**src/rtl/fb_pkg.sv**
```systemverilog
// Shared widths, default screen geometry and types for the framebuffer write arbiter.
package fb_pkg;
  localparam int X_W          = 11;
  localparam int Y_W          = 11;
  localparam int PAL_W        = 2;
  localparam int H_ACTIVE_DEF = 800;
  localparam int V_ACTIVE_DEF = 600;

  typedef enum logic {
    ARB   = 1'b0,
    CLEAR = 1'b1
  } fb_arb_state_t;

  typedef struct packed {
    logic [X_W-1:0]   x;
    logic [Y_W-1:0]   y;
    logic [PAL_W-1:0] palette;
  } fb_pixel_t;
endpackage

```
**src/rtl/rr_arbiter.sv**
```systemverilog
// Combinational round-robin pick: first asserted request at or above ptr, wrapping.
module rr_arbiter #(
  parameter int NUM_REQ = 2,
  parameter int IDX_W   = (NUM_REQ > 1) ? $clog2(NUM_REQ) : 1
) (
  input  logic [NUM_REQ-1:0] req,
  input  logic [IDX_W-1:0]   ptr,
  output logic [NUM_REQ-1:0] grant,
  output logic [IDX_W-1:0]   grant_idx
);
  logic found;
  int   idx;

  always_comb begin
    grant     = '0;
    grant_idx = '0;
    found     = 1'b0;
    idx       = 0;
    for (int k = 0; k < NUM_REQ; k++) begin
      idx = int'(ptr) + k;
      if (idx >= NUM_REQ) idx = idx - NUM_REQ;
      if (!found && req[idx]) begin
        found      = 1'b1;
        grant[idx] = 1'b1;
        grant_idx  = IDX_W'(idx);
      end
    end
  end
endmodule

```
**src/rtl/fb_write_arbiter.sv**
```systemverilog
// Shares the framebuffer write port among NUM_REQ producers and runs a full-screen clear.
// Handshake: a pixel transfers when req_valid[i] & req_ready[i]; a requester holds valid/data until ready.
module fb_write_arbiter
  import fb_pkg::*;
#(
  parameter int NUM_REQ  = 2,
  parameter int H_ACTIVE = H_ACTIVE_DEF,
  parameter int V_ACTIVE = V_ACTIVE_DEF
) (
  input  logic                     clk_33m,
  input  logic                     rst,
  input  logic                     clear_req,
  input  logic [PAL_W-1:0]         clear_palette,
  output logic                     clear_busy,
  input  logic [NUM_REQ-1:0]       req_valid,
  input  logic [NUM_REQ*X_W-1:0]   req_x,
  input  logic [NUM_REQ*Y_W-1:0]   req_y,
  input  logic [NUM_REQ*PAL_W-1:0] req_palette,
  output logic [NUM_REQ-1:0]       req_ready,
  output logic [X_W-1:0]           write_x,
  output logic [Y_W-1:0]           write_y,
  output logic [PAL_W-1:0]         write_palette,
  output logic                     write_en,
  output logic                     drop_pulse,
  output logic                     dbg_state
);
  localparam int IDX_W = (NUM_REQ > 1) ? $clog2(NUM_REQ) : 1;

  fb_arb_state_t    state_q, state_d;
  logic [X_W-1:0]   cx_q, cx_d;
  logic [Y_W-1:0]   cy_q, cy_d;
  logic [PAL_W-1:0] clr_pal_q, clr_pal_d;
  logic [IDX_W-1:0] ptr_q, ptr_d;
  fb_pixel_t        out_q, out_d;
  logic             wen_q, wen_d;
  logic             drop_q, drop_d;

  logic [NUM_REQ-1:0] grant;
  logic [IDX_W-1:0]   grant_idx;
  fb_pixel_t          sel_pix;

  rr_arbiter #(
    .NUM_REQ (NUM_REQ),
    .IDX_W   (IDX_W)
  ) u_rr (
    .req       (req_valid),
    .ptr       (ptr_q),
    .grant     (grant),
    .grant_idx (grant_idx)
  );

  always_comb begin
    sel_pix.x       = req_x[int'(grant_idx)*X_W +: X_W];
    sel_pix.y       = req_y[int'(grant_idx)*Y_W +: Y_W];
    sel_pix.palette = req_palette[int'(grant_idx)*PAL_W +: PAL_W];
  end

  always_comb begin
    state_d   = state_q;
    cx_d      = cx_q;
    cy_d      = cy_q;
    clr_pal_d = clr_pal_q;
    ptr_d     = ptr_q;
    out_d     = out_q;
    wen_d     = 1'b0;
    drop_d    = 1'b0;
    req_ready = '0;
    case (state_q)
      ARB: begin
        if (clear_req) begin
          // Clear wins over any pending requester; they stay stalled and are served afterwards.
          state_d   = CLEAR;
          cx_d      = '0;
          cy_d      = '0;
          clr_pal_d = clear_palette;
        end else begin
          req_ready = grant;
          if (|grant) begin
            ptr_d = (grant_idx == IDX_W'(NUM_REQ - 1)) ? '0 : grant_idx + 1'b1;
            if ((sel_pix.x < X_W'(H_ACTIVE)) && (sel_pix.y < Y_W'(V_ACTIVE))) begin
              out_d = sel_pix;
              wen_d = 1'b1;
            end else begin
              drop_d = 1'b1;
            end
          end
        end
      end
      CLEAR: begin
        out_d.x       = cx_q;
        out_d.y       = cy_q;
        out_d.palette = clr_pal_q;
        wen_d         = 1'b1;
        if (cx_q == X_W'(H_ACTIVE - 1)) begin
          cx_d = '0;
          if (cy_q == Y_W'(V_ACTIVE - 1)) begin
            cy_d    = '0;
            state_d = ARB;
          end else begin
            cy_d = cy_q + 1'b1;
          end
        end else begin
          cx_d = cx_q + 1'b1;
        end
      end
      default: state_d = ARB;
    endcase
  end

  always_ff @(posedge clk_33m) begin
    if (rst) begin
      state_q   <= ARB;
      cx_q      <= '0;
      cy_q      <= '0;
      clr_pal_q <= '0;
      ptr_q     <= '0;
      out_q     <= '0;
      wen_q     <= 1'b0;
      drop_q    <= 1'b0;
    end else begin
      state_q   <= state_d;
      cx_q      <= cx_d;
      cy_q      <= cy_d;
      clr_pal_q <= clr_pal_d;
      ptr_q     <= ptr_d;
      out_q     <= out_d;
      wen_q     <= wen_d;
      drop_q    <= drop_d;
    end
  end

  assign clear_busy    = (state_q == CLEAR);
  assign write_x       = out_q.x;
  assign write_y       = out_q.y;
  assign write_palette = out_q.palette;
  assign write_en      = wen_q;
  assign drop_pulse    = drop_q;
  assign dbg_state     = state_q;
endmodule

```
**config.mk**
```make
export PLATFORM = sky130hd
export DESIGN_NAME = fb_write_arbiter
export DESIGN_NICKNAME = d
export VERILOG_FILES = /design/src/rtl/fb_pkg.sv /design/src/rtl/rr_arbiter.sv /design/src/rtl/fb_write_arbiter.sv
export SDC_FILE = /design/constraint.sdc
export NUM_CORES = 1
export LEC_CHECK = 0
export CAP_MARGIN = 0
export CORE_ASPECT_RATIO = 0.75
export CORE_MARGIN = 1.5
export CORE_UTILIZATION = 50
export CTS_CLUSTER_SIZE = 30
export DETAILED_ROUTE_END_ITERATION = 8
export GPL_TIMING_DRIVEN = 1
export PLACE_DENSITY = 0.83
export SETUP_SLACK_MARGIN = 0.5
export SLEW_MARGIN = 30
export SYNTH_ARGS = -nofsm -noshare
export SYNTH_HDL_FRONTEND = slang
export SYNTH_HIERARCHICAL = 1
export SYNTH_SLANG_ARGS = --single-unit
```
**constraint.sdc**
```tcl
create_clock -name clk_33m -period 5.4 [get_ports clk_33m]
set_input_delay 1.08 -clock clk_33m [delete_from_list [all_inputs] [get_ports clk_33m]]
set_output_delay 1.08 -clock clk_33m [all_outputs]
set_load 0.05 [all_outputs]
```
==> metrics <==
outcome=complete, no violations; clock slew at reported path FFs=0.09 ns; endpoint arrival time on the critical path=2.97 ns; core utilization of the finished layout=0.679; cell type with the highest aggregate area in the netlist=dfxtp_1; number of vias after detailed routing=3110; total of max-cap violations=0; number of nets in the layout=487; ratio of total power to cell area=211 mW/mm^2; Synth top area share=0.340; maximum number of pins on one net before global-route repair=44; post-cts sizing count=0; TritonCTS Sinks=52; crit share post-route=0.749; flip-flop and latch count after synthesis=52; number of flops mapped to enable cells by yosys=0; final total power=840 uW; Post-Synthesis Cells=365; Worst Path Max Fanout=9; total of warnings raised by yosys=6; cells along the critical path=clkdlybuf4s50_1 -> nor2_1 -> and2_1 -> clkdlybuf4s50_1; number of design-rule violations left by the first detailed-router iteration=235; cell repeated most along the worst path=clkdlybuf4s50_1; post-synthesis cell type count=56; total negative setup slack=0 ns; Congestion Overflow GR=0; CTS H-tree depth=2; FF-to-FF setup slack=2.37 ns; Async SR Flop Fraction=0; global placement routability congestion=0.925; maximum clock rate=0.247 GHz; number of post-CTS setup repair buffers=0; RSZ-0062 raised after global routing=no; fraction of final layout cells with drive strength greater than 1=0.0580; average wire per cell in the routed design=16.4 um; effective utilization at floorplan=0.523; half-perimeter wire length of the detailed placement result=6100 um; worst-case vdd ir drop=107 uV; P&R area growth vs syn=29.8%; # fillers=484; Crit Path Category=in2out; family with the most delay on the worst path=buffers and inverters; count of pins over their slew limit=0; sequential cell area=0.00104 mm^2; net count of the mapped netlist=422; count of nets left with antenna violations after detail routing=0; element type at the critical path start=input port; num rows=24; setup skew after layout=0.00970 ns; number of antenna violations at the first check in global routing=0; Crit path buffers/inverters=2; remaining max-slew budget at the tightest pin=0.426; CTS root buf=clkbuf_8; TritonRoute pass-1 iters=5; via/cell ratio=6.11; category of the worst setup path capture point=output pin; number of buffers on the longest clock path=2; number of endpoints with negative hold slack in the final report=0; register area share after synthesis=0.340; leakage power of the design=1.38 nW; floorplan die width=93.4 um; total wire length=8340 um; wire length of the first global-routing pass=13600 um; filler-free cell count of the finished design=509; type of the tightest min-delay check=reg2reg; number of setup violations in the final report=0; min cycle time layout=4.05 ns; total area of multi-input combinational cells=0.00186 mm^2; number of placed cells counting well taps=501; Synth Cell Area=0.00306 mm^2; total routing resource utilization after global routing=0.254; total DRC errors in the routed layout=0; most frequently used flop master after synthesis=dfxtp_1; most common cell after layout, fill and taps aside=clkdlybuf4s50_1; Slowest Stage Delay on Critical Path=0.80 ns; Worst Max-Slew Pin Slew=0.859 ns; biggest area contributors in the synthesized netlist=dfxtp_1, mux2i_1, nand2b_1; Die ar.=0.00661 mm^2; mean cell area of the mapped netlist=8.39 um^2; total I/O pin count=85; number of global-route vias before repair=2892; die outline height=70.8 um; Skew-Pair Late Insertion Delay=0.31 ns; hold-fix buffers at CTS=0; WP data required=4.32 ns; number of buffers created by CTS=5; count of inserted antenna diode cells=0; Crit-path slowest cell=clkdlybuf4s50_1; clock tree from TritonCTS=done; core area=0.00586 mm^2; IO buf count=84; most used cells in the layout excluding fill and tap cells=clkdlybuf4s50_1, dfxtp_1, mux2i_1
[metrics by stage]
step	hold slack, ns	setup slack (ns)	cell area, um^2
2_1_floorplan	0.432	2.49	3060
3_3_place_gp	0.454	1.35	3880
3_5_place_dp	0.469	1.22	3880
4_1_cts	0.489	1.35	3970
5_1_grt	0.499	1.25	3970
6_report	0.482	1.35	3970
[layer usage]
metal | wire length [um] | track usage | vias to the layer above
li1 | - | - | 1471
met1 | 3700 | 0.368 | 1480
met2 | 3960 | 0.395 | 147
met3 | 581 | 0.0419 | 12
met4 | 100 | 0.0623 | 0
met5 | 0 | 0 | -
[worst register-to-register path, stage by stage (launching register included)]
cell and delay [ns]:
dfxtp_1 0.38, inv_1 0.09, a21boi_4 0.69, nand3_1 0.19
a221oi_1 0.48, nor4_4 0.12, a21oi_4 0.59, mux2_1 0.38
[path summary, 6_finish.rpt]
kind	start	end	cells past startpoint
max	clear_req	req_ready[0]	4
min	write_y[10]$_SDFFE_PP0P_	write_y[10]$_SDFFE_PP0P_	2
max reg2reg	ptr_q$_SDFFE_PP0P_	write_x[6]$_SDFFE_PP0P_	7
min reg2reg	write_y[10]$_SDFFE_PP0P_	write_y[10]$_SDFFE_PP0P_	2
[synthesized netlist by cell type, types with 2 or more instances]
cell      count
buf_2         4
nand3b_1      5
a211oi_1      6
or2_2         4
inv_1         4
o211ai_1     11
a21boi_1      2
a31oi_1       8
nand3_1       9
a311oi_1      6
ha_1          2
dfxtp_1      52
and3_1        6
and2_1        3
nor3_1        4
clkbuf_1     14
o21ai_1       2
nor2b_1       4
a21oi_1      17
o21ai_0      17
nor4_1        3
nand2_1      32
nand2b_1     27
o311ai_1     10
and4_1        2
buf_1         4
a41oi_1       4
buf_4         2
mux2i_1      37
nand4_1       4
or4_1         2
buf_6         4
nor2_1       31
[where the power goes]
part	leakage (nW)	internal, mW	switching [mW]
sequential	0.422	0.395	0.00691
clock	0.0404	0.0921	0.138
combinational	0.922	0.0910	0.117
total	1.38	0.578	0.262
[logic make-up after synthesis]
family                     share of synthesized area
adders and majority gates                    0.00817
and+or+nand+nor                                0.262
DFF                                            0.340
muxes                                          0.125
AOI/OAI and AO/OA                              0.210
buffers and inverters                         0.0548
[state kept, by name, indices dropped and copies added (netlist names)]
name / flops
write_en: 1
clear_busy: 1
cy_q: 11
write_palette: 2
cx_q: 11
drop_pulse: 1
write_y: 11
ptr_q: 1
write_x: 11
clr_pal_q: 2
[final cells by class]
class / count / share of cell area
sequential: 52 / 0.262
clock inverter: 3 / 0.00598
timing repair buffer: 87 / 0.217
inverter: 4 / 0.00378
multi-input combinational: 280 / 0.469
clock buffer: 5 / 0.0173
tap: 78 / 0.0246
Power figures use the tool's default switching activity.
